==> config.mk <==
export PLATFORM = sky130hd
export DESIGN_NAME = eim_segment_mux
export DESIGN_NICKNAME = d
export VERILOG_FILES = /design/src/rtl/eim_segment_pkg.sv /design/src/rtl/eim_segment_rdpipe.sv /design/src/rtl/eim_segment_mux.sv
export SDC_FILE = /design/constraint.sdc
export NUM_CORES = 1
export LEC_CHECK = 0
export ABC_AREA = 1
export BUFFER_PORTS_ARGS = -buffer_cell sky130_fd_sc_hd__buf_2
export CAP_MARGIN = 20
export CORE_AREA = 8 8 123 125
export DETAILED_ROUTE_END_ITERATION = 8
export DIE_AREA = 0 0 131 133
export GPL_ROUTABILITY_DRIVEN = 0
export PLACE_DENSITY = 0.77
export SKIP_LAST_GASP = 1
export SYNTH_ARGS = -nofsm -noshare
export SYNTH_HDL_FRONTEND = slang
export SYNTH_HIERARCHICAL = 1
export SYNTH_SLANG_ARGS = --single-unit
==> constraint.sdc <==
create_clock -name sys_clk -period 5.8 [get_ports sys_clk]
set_clock_uncertainty 0.15 [all_clocks]
set_input_delay 1.16 -clock sys_clk [delete_from_list [all_inputs] [get_ports sys_clk]]
set_output_delay 1.16 -clock sys_clk [all_outputs]
set_load 0.02 [all_outputs]
==> src/rtl/eim_segment_pkg.sv <==
// Shared definitions for the EIM segment multiplexer: bus data width, default unmapped
// read word and the layout of the read-pipeline tag {valid, unmapped, seg_index}.
package eim_segment_pkg;

  localparam int          EIM_DATA_W        = 32;
  localparam logic [31:0] EIM_UNMAPPED_WORD = 32'hDEADCAFE;
  localparam int          TAG_VALID_W       = 1;
  localparam int          TAG_UNMAPPED_W    = 1;

  function automatic int tag_width(input int seg_bits);
    return TAG_VALID_W + TAG_UNMAPPED_W + seg_bits;
  endfunction

endpackage

==> src/rtl/eim_segment_rdpipe.sv <==
// Read-tag shift register for eim_segment_mux: DEPTH stages, every stage cleared to
// all-invalid on reset so no read in flight can return afterwards.
module eim_segment_rdpipe #(
  parameter int DEPTH = 2,
  parameter int TAG_W = 5
) (
  input  logic             clk,
  input  logic             rst,
  input  logic [TAG_W-1:0] i_tag,
  output logic [TAG_W-1:0] o_tag
);

  logic [TAG_W-1:0] r_stage [DEPTH];

  // NOTE: this is a short tag pipeline, not a RAM, so every stage is reset.
  always_ff @(posedge clk or posedge rst) begin
    if (rst) begin
      for (int i = 0; i < DEPTH; i++) r_stage[i] <= '0;
    end else begin
      r_stage[0] <= i_tag;
      for (int i = 1; i < DEPTH; i++) r_stage[i] <= r_stage[i-1];
    end
  end

  assign o_tag = r_stage[DEPTH-1];

endmodule

==> src/rtl/eim_segment_mux.sv <==
// EIM sys-side bus to NUM_SEG core segments: registered request decode plus a
// READ_LATENCY-tracked read return. Define EIM_SEGMENT_STATS_EN to add err_count.
module eim_segment_mux
  import eim_segment_pkg::*;
#(
  parameter int          ADDR_W        = 17,
  parameter int          SEG_BITS      = 3,
  parameter int          NUM_SEG       = 6,
  parameter int          READ_LATENCY  = 1,
  parameter logic [31:0] UNMAPPED_WORD = EIM_UNMAPPED_WORD
) (
  input  logic                          sys_clk,
  input  logic                          sys_rst,
  input  logic [ADDR_W-1:0]             sys_eim_addr,
  input  logic                          sys_eim_wr,
  input  logic                          sys_eim_rd,
  input  logic [EIM_DATA_W-1:0]         sys_write_data,
  output logic [EIM_DATA_W-1:0]         sys_read_data,
  output logic                          sys_read_valid,
  output logic [NUM_SEG-1:0]            seg_cs,
  output logic                          seg_we,
  output logic [ADDR_W-SEG_BITS-1:0]    seg_addr,
  output logic [EIM_DATA_W-1:0]         seg_write_data,
  input  logic [NUM_SEG*EIM_DATA_W-1:0] seg_read_data
`ifdef EIM_SEGMENT_STATS_EN
  ,
  output logic [15:0]                   err_count
`endif
);

  localparam int CORE_ADDR_W = ADDR_W - SEG_BITS;
  localparam int TAG_W       = tag_width(SEG_BITS);

  logic [SEG_BITS-1:0]    w_index;
  logic                   w_mapped;
  logic                   w_strobe;
  logic                   w_map_acc;
  logic                   w_push_rd;
  logic [NUM_SEG-1:0]     w_cs;
  logic [TAG_W-1:0]       w_tag_in;
  logic [TAG_W-1:0]       w_tag_out;
  logic                   w_tail_valid;
  logic                   w_tail_unmapped;
  logic [SEG_BITS-1:0]    w_tail_index;
  logic [EIM_DATA_W-1:0]  w_seg_word;

  logic [NUM_SEG-1:0]     r_seg_cs;
  logic                   r_seg_we;
  logic [CORE_ADDR_W-1:0] r_seg_addr;
  logic [EIM_DATA_W-1:0]  r_seg_wdata;
  logic [EIM_DATA_W-1:0]  r_read_data;
  logic                   r_read_valid;

  assign w_index   = sys_eim_addr[ADDR_W-1 -: SEG_BITS];
  assign w_mapped  = {1'b0, w_index} < (SEG_BITS+1)'(NUM_SEG);
  assign w_strobe  = sys_eim_wr | sys_eim_rd;
  assign w_map_acc = w_strobe & w_mapped;
  // A write wins a wr/rd collision, so a read only enters the pipeline when alone.
  assign w_push_rd = sys_eim_rd & ~sys_eim_wr;
  assign w_tag_in  = {w_push_rd, ~w_mapped, w_index};

  always_comb begin
    w_cs = '0;
    for (int i = 0; i < NUM_SEG; i++) w_cs[i] = w_map_acc && (w_index == SEG_BITS'(i));
  end

  // NOTE: non-blocking assignments so every register samples the pre-edge values.
  always_ff @(posedge sys_clk or posedge sys_rst) begin
    if (sys_rst) begin
      r_seg_cs    <= '0;
      r_seg_we    <= 1'b0;
      r_seg_addr  <= '0;
      r_seg_wdata <= '0;
    end else begin
      r_seg_cs <= w_cs;
      r_seg_we <= sys_eim_wr & w_mapped;
      if (w_map_acc) r_seg_addr <= sys_eim_addr[CORE_ADDR_W-1:0];
      if (sys_eim_wr && w_mapped) r_seg_wdata <= sys_write_data;
    end
  end

  eim_segment_rdpipe #(
    .DEPTH (READ_LATENCY + 1),
    .TAG_W (TAG_W)
  ) u_rdpipe (
    .clk   (sys_clk),
    .rst   (sys_rst),
    .i_tag (w_tag_in),
    .o_tag (w_tag_out)
  );

  assign {w_tail_valid, w_tail_unmapped, w_tail_index} = w_tag_out;

  // NOTE: default assignment first, otherwise the partial if-chain infers a latch.
  always_comb begin
    w_seg_word = '0;
    for (int i = 0; i < NUM_SEG; i++) begin
      if (w_tail_index == SEG_BITS'(i)) w_seg_word = seg_read_data[i*EIM_DATA_W +: EIM_DATA_W];
    end
  end

  always_ff @(posedge sys_clk or posedge sys_rst) begin
    if (sys_rst) begin
      r_read_valid <= 1'b0;
      r_read_data  <= '0;
    end else begin
      r_read_valid <= w_tail_valid;
      if (w_tail_valid) r_read_data <= w_tail_unmapped ? UNMAPPED_WORD : w_seg_word;
    end
  end

`ifdef EIM_SEGMENT_STATS_EN
  logic        w_err_evt;
  logic [15:0] r_err_count;

  assign w_err_evt = (sys_eim_wr & sys_eim_rd) | (w_strobe & ~w_mapped);

  always_ff @(posedge sys_clk or posedge sys_rst) begin
    if (sys_rst) r_err_count <= '0;
    else if (w_err_evt && r_err_count != 16'hFFFF) r_err_count <= r_err_count + 16'd1;
  end

  assign err_count = r_err_count;
`endif

  assign seg_cs         = r_seg_cs;
  assign seg_we         = r_seg_we;
  assign seg_addr       = r_seg_addr;
  assign seg_write_data = r_seg_wdata;
  assign sys_read_data  = r_read_data;
  assign sys_read_valid = r_read_valid;

endmodule

==> flow_summary.json <==
{
  "status": "finished, final reports clean",
  "portBuffers": 330,
  "synthTopCellsByArea": "dfrtp_1, nand2_1, nor2_1, nand4_1, inv_1",
  "ys_types": 26,
  "worst_slack_ns": 2.66,
  "row_count": 42,
  "cp_top_family": "simple AND/OR/NAND/NOR gates",
  "synth_top_area_share": 0.434,
  "synth_edf_count": 0,
  "post-route-period-util": 0.541,
  "slowest_stage": "nand3_1",
  "crit_top_cell": "nor2_1",
  "p_int_w": 0.00124,
  "grt_max_degree": 68,
  "highest_layer": "met5",
  "cellPowerDensity_mw_per_mm2": 251,
  "yosysMostFrequentCell": "nand2_1",
  "routed_wl_mm": 21.9,
  "worst_path_largest_cell_delay_ns": 0.96,
  "hold_viol": 0,
  "cp_max_fo": 67,
  "clock_power_share": 0.311,
  "syn_area_per_cell_um2": 6.95,
  "grt_first_pass_wirelength_mm": 33.3,
  "numCtsBuffers": 9,
  "path_buf_inv": 2,
  "ant_nets": 0,
  "p_comb_frac": 0.263,
  "dp_slack_ns": 2.63,
  "die_h_um": 133,
  "wl_met1_mm": 8.40,
  "post_cts_resize_count": 0,
  "ios": 331,
  "p_leak_nw": 4.45,
  "cts_setup_buffers": 0,
  "cp_data_required_time_ns": 5.93,
  "yosys_warnings": 6,
  "overflow": 0,
  "area_growth_pct": 34.9,
  "finalSetupViolCount": 0,
  "grt_usage": 0.247,
  "wl_met3_mm": 2.46,
  "start_util": 0.424,
  "setup.worst_path.start_class": "flip-flop",
  "p_seq_frac": 0.426,
  "final_core_util": 0.571,
  "tightest_slew_ns": 1.11,
  "drv_slew": 0,
  "regArea_mm2": 0.00240,
  "switching_power_w": 0.000634,
  "nFillCells": 1279,
  "synth-async-reset-ratio": 1.00,
  "multi_input_area_mm2": 0.00251,
  "die-width_um": 131,
  "swShare": 0.338,
  "dp_hpwl_mm": 16.6,
  "clock_sinks": 96,
  "htreeDepth": 3,
  "synthTopCellsByCount": "nand2_1, nor2_1, dfrtp_1",
  "cts_hold_buf": 0,
  "cts.path.max_buffers": 2,
  "max_cap_violations": 0,
  "die-area_mm2": 0.0174,
  "crit_chain": "inv_4 -> nand3_1 -> nor2_1 -> nor2_1 -> nand4_1 -> nand2_1 -> inv_1",
  "clock.fmax_mhz": 319,
  "grt_pass1_vias": 6309,
  "dominantRegCellSynth": "dfrtp_1",
  "detail_route.iter0.violations": 296,
  "routedWlPerCell_um": 17.2,
  "syn_inst": 797,
  "core_area_mm2": 0.0131,
  "clock_latency_ns": 0.34,
  "syn_area_mm2": 0.00554,
  "setup_tns_ns": 0,
  "period_needed_ns": 3.14,
  "via_count": 6151,
  "hp-class": "reg -> reg",
  "yosysSeqAreaShare": 0.434,
  "clkTransAtPathRegs_ns": 0.07,
  "wl_met2_mm": 10.6,
  "peakVddDrop_mv": 0.137,
  "end_kind": "flip-flop",
  "worstPathArrival_ns": 3.27,
  "synth_area_leader_cell": "dfrtp_1",
  "syn_nets": 1042,
  "slew_headroom": 0.259,
  "cts-root-buf": "clkbuf_16",
  "finalNetCount": 1338,
  "grt_setup_unrepaired": "no",
  "whs_ns": 0.199,
  "drive_gt1_frac": 0.358,
  "post-route-drc-count": 0,
  "cts_tree": "yes",
  "antenna_found_initial": 5,
  "crit_type": "reg -> reg",
  "firstDrtPassIters": 5,
  "ys_ff_latch": 96,
  "via_per_inst": 4.82
}
==> logic make-up (layout without fill, tap and decap cells) <==
family / count (synthesis) / in the layout / synth area share
simple gates: 511 / 511 / 0.394
buf+inv: 143 / 444 / 0.113
flops: 96 / 96 / 0.434
compound gates: 33 / 33 / 0.0305
mux: 14 / 14 / 0.0284
other cells: 0 / 2 / 0
==> power groups by stage <==
stage / Clock [W] / Combinational [W] / Sequential [W]
global placement: 0 / 0.000492 / 0.000808
CTS: 0.000593 / 0.000501 / 0.000799
global route: 0.000618 / 0.000548 / 0.000808
finish: 0.000584 / 0.000494 / 0.000799
detailed placement: 0 / 0.000500 / 0.000809
floorplan: 0 / 0.000194 / 0.000891
==> worst paths after layout <==
| path | start | slack [ns] | cells after the start | to |
|---|---|---|---|---|
| worst max-delay path | u_rdpipe/o_tag[2] | 2.66 | 7 | sys_read_data[2] |
| worst max register to register | u_rdpipe/o_tag[2] | 2.66 | 7 | sys_read_data[2] |
| worst min register to register | u_rdpipe/r_stage[9] | 0.20 | 0 | u_rdpipe/o_tag[4] |
| worst min-delay path | u_rdpipe/r_stage[9] | 0.20 | 0 | u_rdpipe/o_tag[4] |
| min in group asynchronous | sys_rst | 0.66 | 2 | u_rdpipe/r_stage[5] |
| max in group asynchronous | sys_rst | 3.67 | 3 | seg_cs[5] |
==> state kept, by name (all words and copies together), names as in the netlist <==
register / flops
sys_read_data: 32
seg_addr: 14
u_rdpipe/o_tag: 5
seg_write_data: 32
sys_read_valid: 1
seg_cs: 6
seg_we: 1
u_rdpipe/r_stage: 5
==> through the flow <==
step / instance area (um^2) / std cells / total power (W)
finish: 7480 / 1276 / 0.00188
global route: 7480 / 1276 / 0.00197
CTS: 7470 / 1274 / 0.00189
detailed placement: 7180 / 1258 / 0.00131
global placement: 7180 / 1258 / 0.00130
floorplan: 5540 / 797 / 0.00109
==> placed cells by master, fill, tap and decap left out, drive strengths merged, types with 10 or more instances in the layout <==
cell | netlist | final
buf | 40 | 336
dfrtp | 96 | 96
mux2 | 14 | 14
nor2 | 104 | 104
a21oi | 21 | 21
nand3 | 43 | 43
nand2 | 291 | 291
o21ai | 12 | 12
inv | 91 | 92
nand4 | 55 | 55
clkbuf | 11 | 10
or2 | 11 | 11
==> metal layers <==
metal  vias up  GRT usage
met5         -          0
met4         6     0.0779
met3        28     0.0852
met2       292      0.427
met1      2758      0.275
li1       3067          -
==> final cells by class <==
type / instances / share of cell area
timing repair buffer: 336 / 0.227
multi-input combinational: 558 / 0.336
clock buffer: 10 / 0.0320
antenna: 2 / 0.000669
clock inverter: 6 / 0.00703
tap: 176 / 0.0295
sequential: 96 / 0.321
inverter: 92 / 0.0467
No activity file was read; power rests on OpenSTA's default activity.
